--- src/rtl/mlp_pkg.sv ---
// Shared types for the MLP layer pipeline: collector FSM encoding and the default data width.
package mlp_pkg;

  typedef enum logic [1:0] {
    IDLE    = 2'd0,
    COLLECT = 2'd1,
    SCAN    = 2'd2,
    HOLD    = 2'd3
  } collector_state_t;

  localparam int DEFAULT_DATA_WIDTH = 8;

endpackage

--- src/rtl/layer_collector_argmax.sv ---
// Sequential arg-max over the packed layer bus: one signed compare per step, ties keep the lower index.
// Loaded with slice 0 when collection completes; done_o flags that the next step is the final compare.
module argmax_scanner
  import mlp_pkg::*;
#(
  parameter int n                       = DEFAULT_DATA_WIDTH,
  parameter int number_of_neurons       = 10,
  parameter int clog2_number_of_neurons = 4
) (
  input  logic                               clk,
  input  logic                               rst,
  input  logic                               en_i,
  input  logic                               load_i,
  input  logic                               step_i,
  input  logic [number_of_neurons*n-1:0]     data_i,
  output logic                               done_o,
  output logic [clog2_number_of_neurons-1:0] max_index_o,
  output logic [n-1:0]                       max_value_o
);

  localparam int W = clog2_number_of_neurons;
  localparam logic [W-1:0] SECOND_LAST = W'(number_of_neurons - 2);

  logic [W-1:0]        cnt_q;
  logic [W-1:0]        idx_q;
  logic signed [n-1:0] max_q;
  logic signed [n-1:0] cand;
  logic                done_q;

  assign cand = data_i[cnt_q*n +: n];

  always_ff @(posedge clk or negedge rst) begin
    if (!rst) begin
      cnt_q  <= '0;
      idx_q  <= '0;
      max_q  <= '0;
      done_q <= 1'b0;
    end else if (en_i) begin
      if (load_i) begin
        cnt_q  <= W'(1);
        idx_q  <= '0;
        max_q  <= data_i[n-1:0];
        done_q <= (number_of_neurons == 2);
      end else if (step_i) begin
        // Strictly greater only, so an equal later value never steals the index.
        if (cand > max_q) begin
          max_q <= cand;
          idx_q <= cnt_q;
        end
        cnt_q  <= cnt_q + 1'b1;
        done_q <= (cnt_q == SECOND_LAST);
      end
    end
  end

  assign done_o      = done_q;
  assign max_index_o = idx_q;
  assign max_value_o = max_q;

endmodule

--- src/rtl/layer_collector.sv ---
// Collects a layer's neuron results (any order) into one packed bus, offered with valid/ack; ack stalls in HOLD.
// Optional arg-max scan (adds N-1 cycles) is enabled by LAYER_COLLECTOR_ARGMAX_EN.
module layer_collector
  import mlp_pkg::*;
#(
  parameter int n                       = DEFAULT_DATA_WIDTH,
  parameter int number_of_neurons       = 10,
  parameter int clog2_number_of_neurons = 4
) (
  input  logic                               clk,
  input  logic                               rst,
  input  logic                               clk_en,
  input  logic                               start,
  output logic                               neuron_go,
  input  logic [number_of_neurons-1:0]       neuron_ready,
  input  logic [number_of_neurons*n-1:0]     neuron_results,
  output logic [number_of_neurons*n-1:0]     layer_data,
  output logic                               layer_valid,
  input  logic                               layer_ack,
  output logic                               busy,
  output logic                               overrun,
  output logic [clog2_number_of_neurons-1:0] max_index,
  output logic [n-1:0]                       max_value
);

  localparam int N = number_of_neurons;

  collector_state_t state_q, state_d;
  logic [N-1:0]     captured_q, captured_d;
  logic [N*n-1:0]   data_q, data_d;
  logic             overrun_q, overrun_d;
  logic             go_q, go_d;
  logic             scan_load, scan_step, scan_done;

  always_comb begin
    state_d    = state_q;
    captured_d = captured_q;
    data_d     = data_q;
    overrun_d  = overrun_q;
    go_d       = 1'b0;
    scan_load  = 1'b0;
    scan_step  = 1'b0;
    unique case (state_q)
      IDLE: begin
        if (start) begin
          state_d    = COLLECT;
          go_d       = 1'b1;
          captured_d = '0;
          overrun_d  = 1'b0;
        end
      end
      COLLECT: begin
        for (int i = 0; i < N; i++) begin
          if (neuron_ready[i]) begin
            if (captured_q[i]) begin
              overrun_d = 1'b1;
            end else begin
              data_d[i*n +: n] = neuron_results[i*n +: n];
              captured_d[i]    = 1'b1;
            end
          end
        end
        if (&captured_d) begin
`ifdef LAYER_COLLECTOR_ARGMAX_EN
          state_d   = SCAN;
          scan_load = 1'b1;
`else
          state_d   = HOLD;
`endif
        end
      end
`ifdef LAYER_COLLECTOR_ARGMAX_EN
      SCAN: begin
        scan_step = 1'b1;
        if (scan_done) state_d = HOLD;
      end
`endif
      HOLD: begin
        if (|neuron_ready) overrun_d = 1'b1;
        if (layer_ack) begin
          if (start) begin
            state_d    = COLLECT;
            go_d       = 1'b1;
            captured_d = '0;
            overrun_d  = 1'b0;
          end else begin
            state_d = IDLE;
          end
        end
      end
      default: state_d = IDLE;
    endcase
  end

  // clk_en gates every register, so a held neuron_go pulse stays high until the next enabled edge.
  always_ff @(posedge clk or negedge rst) begin
    if (!rst) begin
      state_q    <= IDLE;
      captured_q <= '0;
      data_q     <= '0;
      overrun_q  <= 1'b0;
      go_q       <= 1'b0;
    end else if (clk_en) begin
      state_q    <= state_d;
      captured_q <= captured_d;
      data_q     <= data_d;
      overrun_q  <= overrun_d;
      go_q       <= go_d;
    end
  end

  assign neuron_go   = go_q;
  assign layer_data  = data_q;
  assign layer_valid = (state_q == HOLD);
  assign busy        = (state_q != IDLE);
  assign overrun     = overrun_q;

`ifdef LAYER_COLLECTOR_ARGMAX_EN
  argmax_scanner #(
    .n                       (n),
    .number_of_neurons       (number_of_neurons),
    .clog2_number_of_neurons (clog2_number_of_neurons)
  ) u_argmax (
    .clk         (clk),
    .rst         (rst),
    .en_i        (clk_en),
    .load_i      (scan_load),
    .step_i      (scan_step),
    .data_i      (data_d),
    .done_o      (scan_done),
    .max_index_o (max_index),
    .max_value_o (max_value)
  );
`else
  assign scan_done = 1'b0;
  assign max_index = '0;
  assign max_value = '0;
`endif

endmodule

--- config.mk ---
export PLATFORM = sky130hd
export DESIGN_NAME = layer_collector
export DESIGN_NICKNAME = d
export VERILOG_FILES = /design/src/rtl/mlp_pkg.sv /design/src/rtl/layer_collector_argmax.sv /design/src/rtl/layer_collector.sv
export SDC_FILE = /design/constraint.sdc
export NUM_CORES = 1
export LEC_CHECK = 0
export ABC_AREA = 0
export CORE_MARGIN = 3
export CORE_UTILIZATION = 38
export CTS_CLUSTER_SIZE = 20
export DETAILED_ROUTE_END_ITERATION = 10
export PLACE_DENSITY = 0.77
export SETUP_SLACK_MARGIN = 0.5
export SLEW_MARGIN = 10
export SYNTH_ARGS = -nofsm -noshare
export SYNTH_HDL_FRONTEND = slang
export SYNTH_SLANG_ARGS = --single-unit
--- constraint.sdc ---
create_clock -name clk -period 1.7 [get_ports clk]
set_clock_uncertainty 0.05 [all_clocks]
set_input_delay 0.255 -clock clk [delete_from_list [all_inputs] [get_ports clk]]
set_output_delay 0.255 -clock clk [all_outputs]
set_load 0.05 [all_outputs]
---- Word level (Yosys, flattened, before mapping) ----
Cells that the tools add are included.
word-level totals
  register bits after elaboration ......... 94
  bits of input ports ..................... 95
  output and inout bits ................... 96
operators by class
  equality and inequality tests ........... 5
  mux-type cells .......................... 59
  bitwise gates (word level) .............. 10
  reductions and logical operators ........ 18
operator list
  cell                count
  $mux 1              50
  $reduce_and 4->1    11
  $pmux 10 s3         1
  $mux 10             2
  $not 1->1           10
  $reduce_and 10->1   1
  $reduce_or 10->1    1
  $mux 2              3
  $pmux 2 s3          1
  $reduce_and 3->1    2
  $ne 2x2->1 const B  2
  $pmux 1 s3          1
  $reduce_bool 3->1   1
  $eq 2x1->1 const B  1
  $eq 2x2->1 const B  1
  $logic_not 2->1     1
  $ne 2x1->1 const B  1
  $pmux 1 s2          1
  $reduce_bool 2->1   1

---- Depth between registers and ports, before layout ----
Gate-level depths: netlist of the first run.
  word-level depth ........................ 24
  gate-level depth with buffers ........... 6
  gate-level depth less buffers ........... 6

---- Worst setup path after synthesis of the first run ----
No wires, ideal clock.
  path type ............................... reg2reg
  start ................................... register state_q[1]
  end ..................................... register state_q[0]
  arrival time ............................ 1.755 ns
  required time ........................... 1.524 ns
  setup slack ............................. -0.230 ns
  stages on the path, launching flop included .. 6
  cell sequence ........................... dfrtp_1 ha_1 and2b_4 nand3b_1 nor4_2 o311a_1
on the way
  longest elaborated chain between the ends .. 3
ends and longest elaborated chain
  item                               RTL line                RTL
  start: declaration                 layer_collector.sv:28   collector_state_t state_q, state_d;
  start signal: assignment           layer_collector.sv:104  state_q <= state_d;
  $eq 2x2->1 *                       -
  via layer_valid                    layer_collector.sv:18   output logic layer_valid,
  $ne 2x1->1 (no source line)        -
  $reduce_and 4->1 (no source line)  -
Mark *: on every way through the listed nets, which the timed path passes. The rest lies on a longest branch.
A chain may end at the register's enable or synchronous reset.

---- Final worst setup path of the first run ----
  start ................................... register state_q[0]
  end ..................................... output port busy
on the way
  longest elaborated chain between the ends .. 1
ends and longest elaborated chain
  item               RTL line                RTL
  $reduce_bool 2->1  layer_collector.sv:115  assign busy = (state_q != IDLE);
  end: declaration   layer_collector.sv:20   output logic busy,
Every way passes these cells.

==> summary.md, run 1 <==
| Metric | Value |
|---|---|
| Top layer in use | met4 |
| Vias post-DR | 3123 |
| Post-synth EDFFs | 0 |
| Count leader, synth | dfrtp_1 |
| Total track usage | 17.32% |
| Worst path top cell family by delay | flip-flops |
| Fin crit period | 1682 ps |
| Final ANT Viol Nets | 0 |
| Place WS | -237.4 ps |
| Remaining Overflow, GRT | 0 |
| Fmax | 0.5944 GHz |
| Yosys Warn Count | 0 |
| Synth area leader | dfrtp_1 |
| Worst skew pair latency | 330 ps |
| Asr flop ratio synth | 100.0% |
| Post-synth cell types | 33 |
| RSZ-0062 raised after global routing | yes |
| Clock Pin Slew Worst Setup and Hold Paths | 70 ps |
| DRT iter0 DRCs | between 100 and 150 |
| Final nets | 630 |
| Synth top area share | 54.57% |
| Synth top cells by count | dfrtp_1, mux2_4, buf_4, a21oi_1, nor2_1 |
| Detail Placement HPWL | between 7000 and 8000 µm |
| CP Class | flop to primary output |
| Yosys reg bits | 94 |
| Outcome | finished clean |
| Synth Flop Type | dfrtp_1 |
| Met2 routed WL | 5781 µm |
| Die Ht | 112.5 µm |
| Post-Syn Instances | between 200 and 300 |
| PortBufs | 178 |
| # setup viols final | 0 |
| Cell Chain, Critical Path | inv_2 -> ha_4 -> buf_6 -> clkinvlp_4 -> buf_12 |
| Layout area overhead | 72.83% |
| Final Non-Filler Cells | 676 |
| Synth top area cells | dfrtp_1, mux2_4, nand3b_4 |
| Mapped Avg Cell Area | roughly 16 µm² |
| Final hold violations | 0 |
| Setup WS post-layout | 17.64 ps |
| Ports | 191 |
| Largest net degree at the start of global routing | 51 |
| Worst VDD drop | 1.395 mV |
| Critical Path Max Stage Delay | 460 ps |
| R2R setup slack | 30 ps |
| CTS root buf | clkbuf_16 |
| Vias per Instance | between 4 and 5 |
| Worst Setup Start Kind | flop |
| Vias in the first global route | 3384 |
| Final core utilization | 67.83% |
| Sink Count | 94 |
| Syn Std Cell Area | between 4000 and 5000 µm² |
| HP Class | input pin to asynchronous set/reset pin |
| CTS tree | yes |
| P per Cell Area | ~2300 nW/µm² |
| Wire length per cell | 16.24 µm |
| Max-cap violations | 0 |
| Starting Density | about two fifths |
| DRT Wirelength | 10980 µm |
| Worst Path Arrival | 1380 ps |
| Placed instance count | 605 |
| Chip width | 112.5 µm |
| Longest Clk Path Bufs | 2 |
| Leakage | roughly 3.7 nW |
| Met3 wire len | 644 µm |
| Cts bufs inserted | 9 |
| Met1 wire length | 4473 µm |
| Count of buffer and inverter cells on the critical path | 4 |
| Initial antenna violation count | 0 |
| H-tree level count | 3 |
| Pre-antenna DRT Iters | 4 |
| Share of cells above drive strength 1 | between 50% and 60% |
| CP Max Fanout | 4 |
| DRC Markers | 0 |
| Cell row count | 38 |
| Worst path required time | 1390 ps |
| Tcrit/Tclk final | 98.96% |
| First-pass GRT wire length | around 18000 µm |
| Slew Viols, Final | 0 |
| Crit end category | primary output |
| Routability cong. | around 0.87 |
| Critical-path top delay cell | dfrtp_2 |
| Part of the Yosys area used for sequential elements | 54.57% |
| Antenna Cells | 0 |
| Die area | 12660 µm² |
| CORE AREA | 10980 µm² |
| Setup TNS | 0 ps |
-- flip-flops by register name, indices dropped and copies added (netlist names) --
| name | flops |
|---|---|
| neuron_go | 1 |
| state_q | 2 |
| layer_data | 80 |
| overrun | 1 |
| captured_q | 10 |
-- routing by layer --
layer / track usage [%] / vias to the layer above
met3: 5.067 / 8
li1: - / 1469
met5: 0 / -
met4: 3.365 / 0
met2: 29.44 / 113
met1: 22.20 / 1533
-- layout by cell type (no fill, tap or decap), types with 8 or more instances in the layout --
cell,count
a21oi_1,8
buf_4,68
buf_6,89
clkbuf_16,9
clkdlybuf4s50_1,93
conb_1,12
dfrtp_1,91
mux2_4,80
nand3b_4,10
nor2_1,8
-- logic make-up (layout without fill, tap and decap cells) --
| group | after synthesis | in the layout | share of synthesized area, % |
|---|---|---|---|
| mux | 80 | 80 | 27.87 |
| fa+ha+maj | 4 | 4 | 1.161 |
| simple gates | 41 | 41 | 9.289 |
| compound gates | 26 | 26 | 4.035 |
| buf+inv | 18 | 279 | 2.990 |
| other cells | 1 | 12 | 0.08700 |
| flops | 94 | 94 | 54.57 |
-- where the power goes --
part / switching, mW / internal (mW) / leakage [nW] / total, mW
Sequential: 0.978 / 3.39 / 1.12 / 4.37
Clock: 0.838 / 1.30 / 0.157 / 2.14
Combinational: 5.44 / 5.05 / 2.45 / 10.5
Total: 7.26 / 9.74 / 3.73 / 17.0
-- path summary, 6_finish.rpt --
kind / from / end / cells past startpoint
max in group asynchronous: rst / state_q[1]$_DFFE_PN0P_ / 3
max: state_q[0]$_DFFE_PN0P_ / busy / 5
max reg2reg: state_q[0]$_DFFE_PN0P_ / captured_q[1]$_DFFE_PN0P_ / 6
min: rst / layer_data[7]$_DFFE_PN0P_ / 2
min in group clk: neuron_results[51] / layer_data[51]$_DFFE_PN0P_ / 2
min reg2reg: layer_data[12]$_DFFE_PN0P_ / layer_data[12]$_DFFE_PN0P_ / 1
-- area by class of cell --
cell class,count,area [µm²]
Clock buffer,10,229.0
Clock inverter,6,91.34
Fill cell,754,3533
Inverter,5,25.02
Multi-Input combinational cell,163,1984
Sequential cell,94,2356
Tap cell,140,175.2
Timing Repair Buffer,258,2589
-- through the flow --
| stage | hold WS (ps) | instance area (µm²) | total power, mW |
|---|---|---|---|
| 2_1_floorplan | -90.59 | 4402 | 10.26 |
| 3_3_place_gp | 112.0 | 6299 | 12.84 |
| 3_5_place_dp | 118.5 | 6299 | 13.00 |
| 4_1_cts | 306.9 | 7216 | 16.57 |
| 5_1_grt | 334.7 | 7450 | 17.76 |
| 6_report | 309.4 | 7450 | 16.99 |
-- what timing repair did --
item	4_1_cts	5_1_grt
buffers inserted	28	25
pin swaps	10	3
setup endpoints to repair	178	178
gates cloned	1	0
hold endpoints to repair	21	0
resized for setup	97	12
hold buffers	1	0
Note: power is estimated with default switching activity, not from simulation.
==> run 2, diff against run 1 <==
Settings changed: GPL_ROUTABILITY_DRIVEN set to 1.
==> results of run 2 <==
The final DEF is identical to that of run 1; final timing and power are the same.
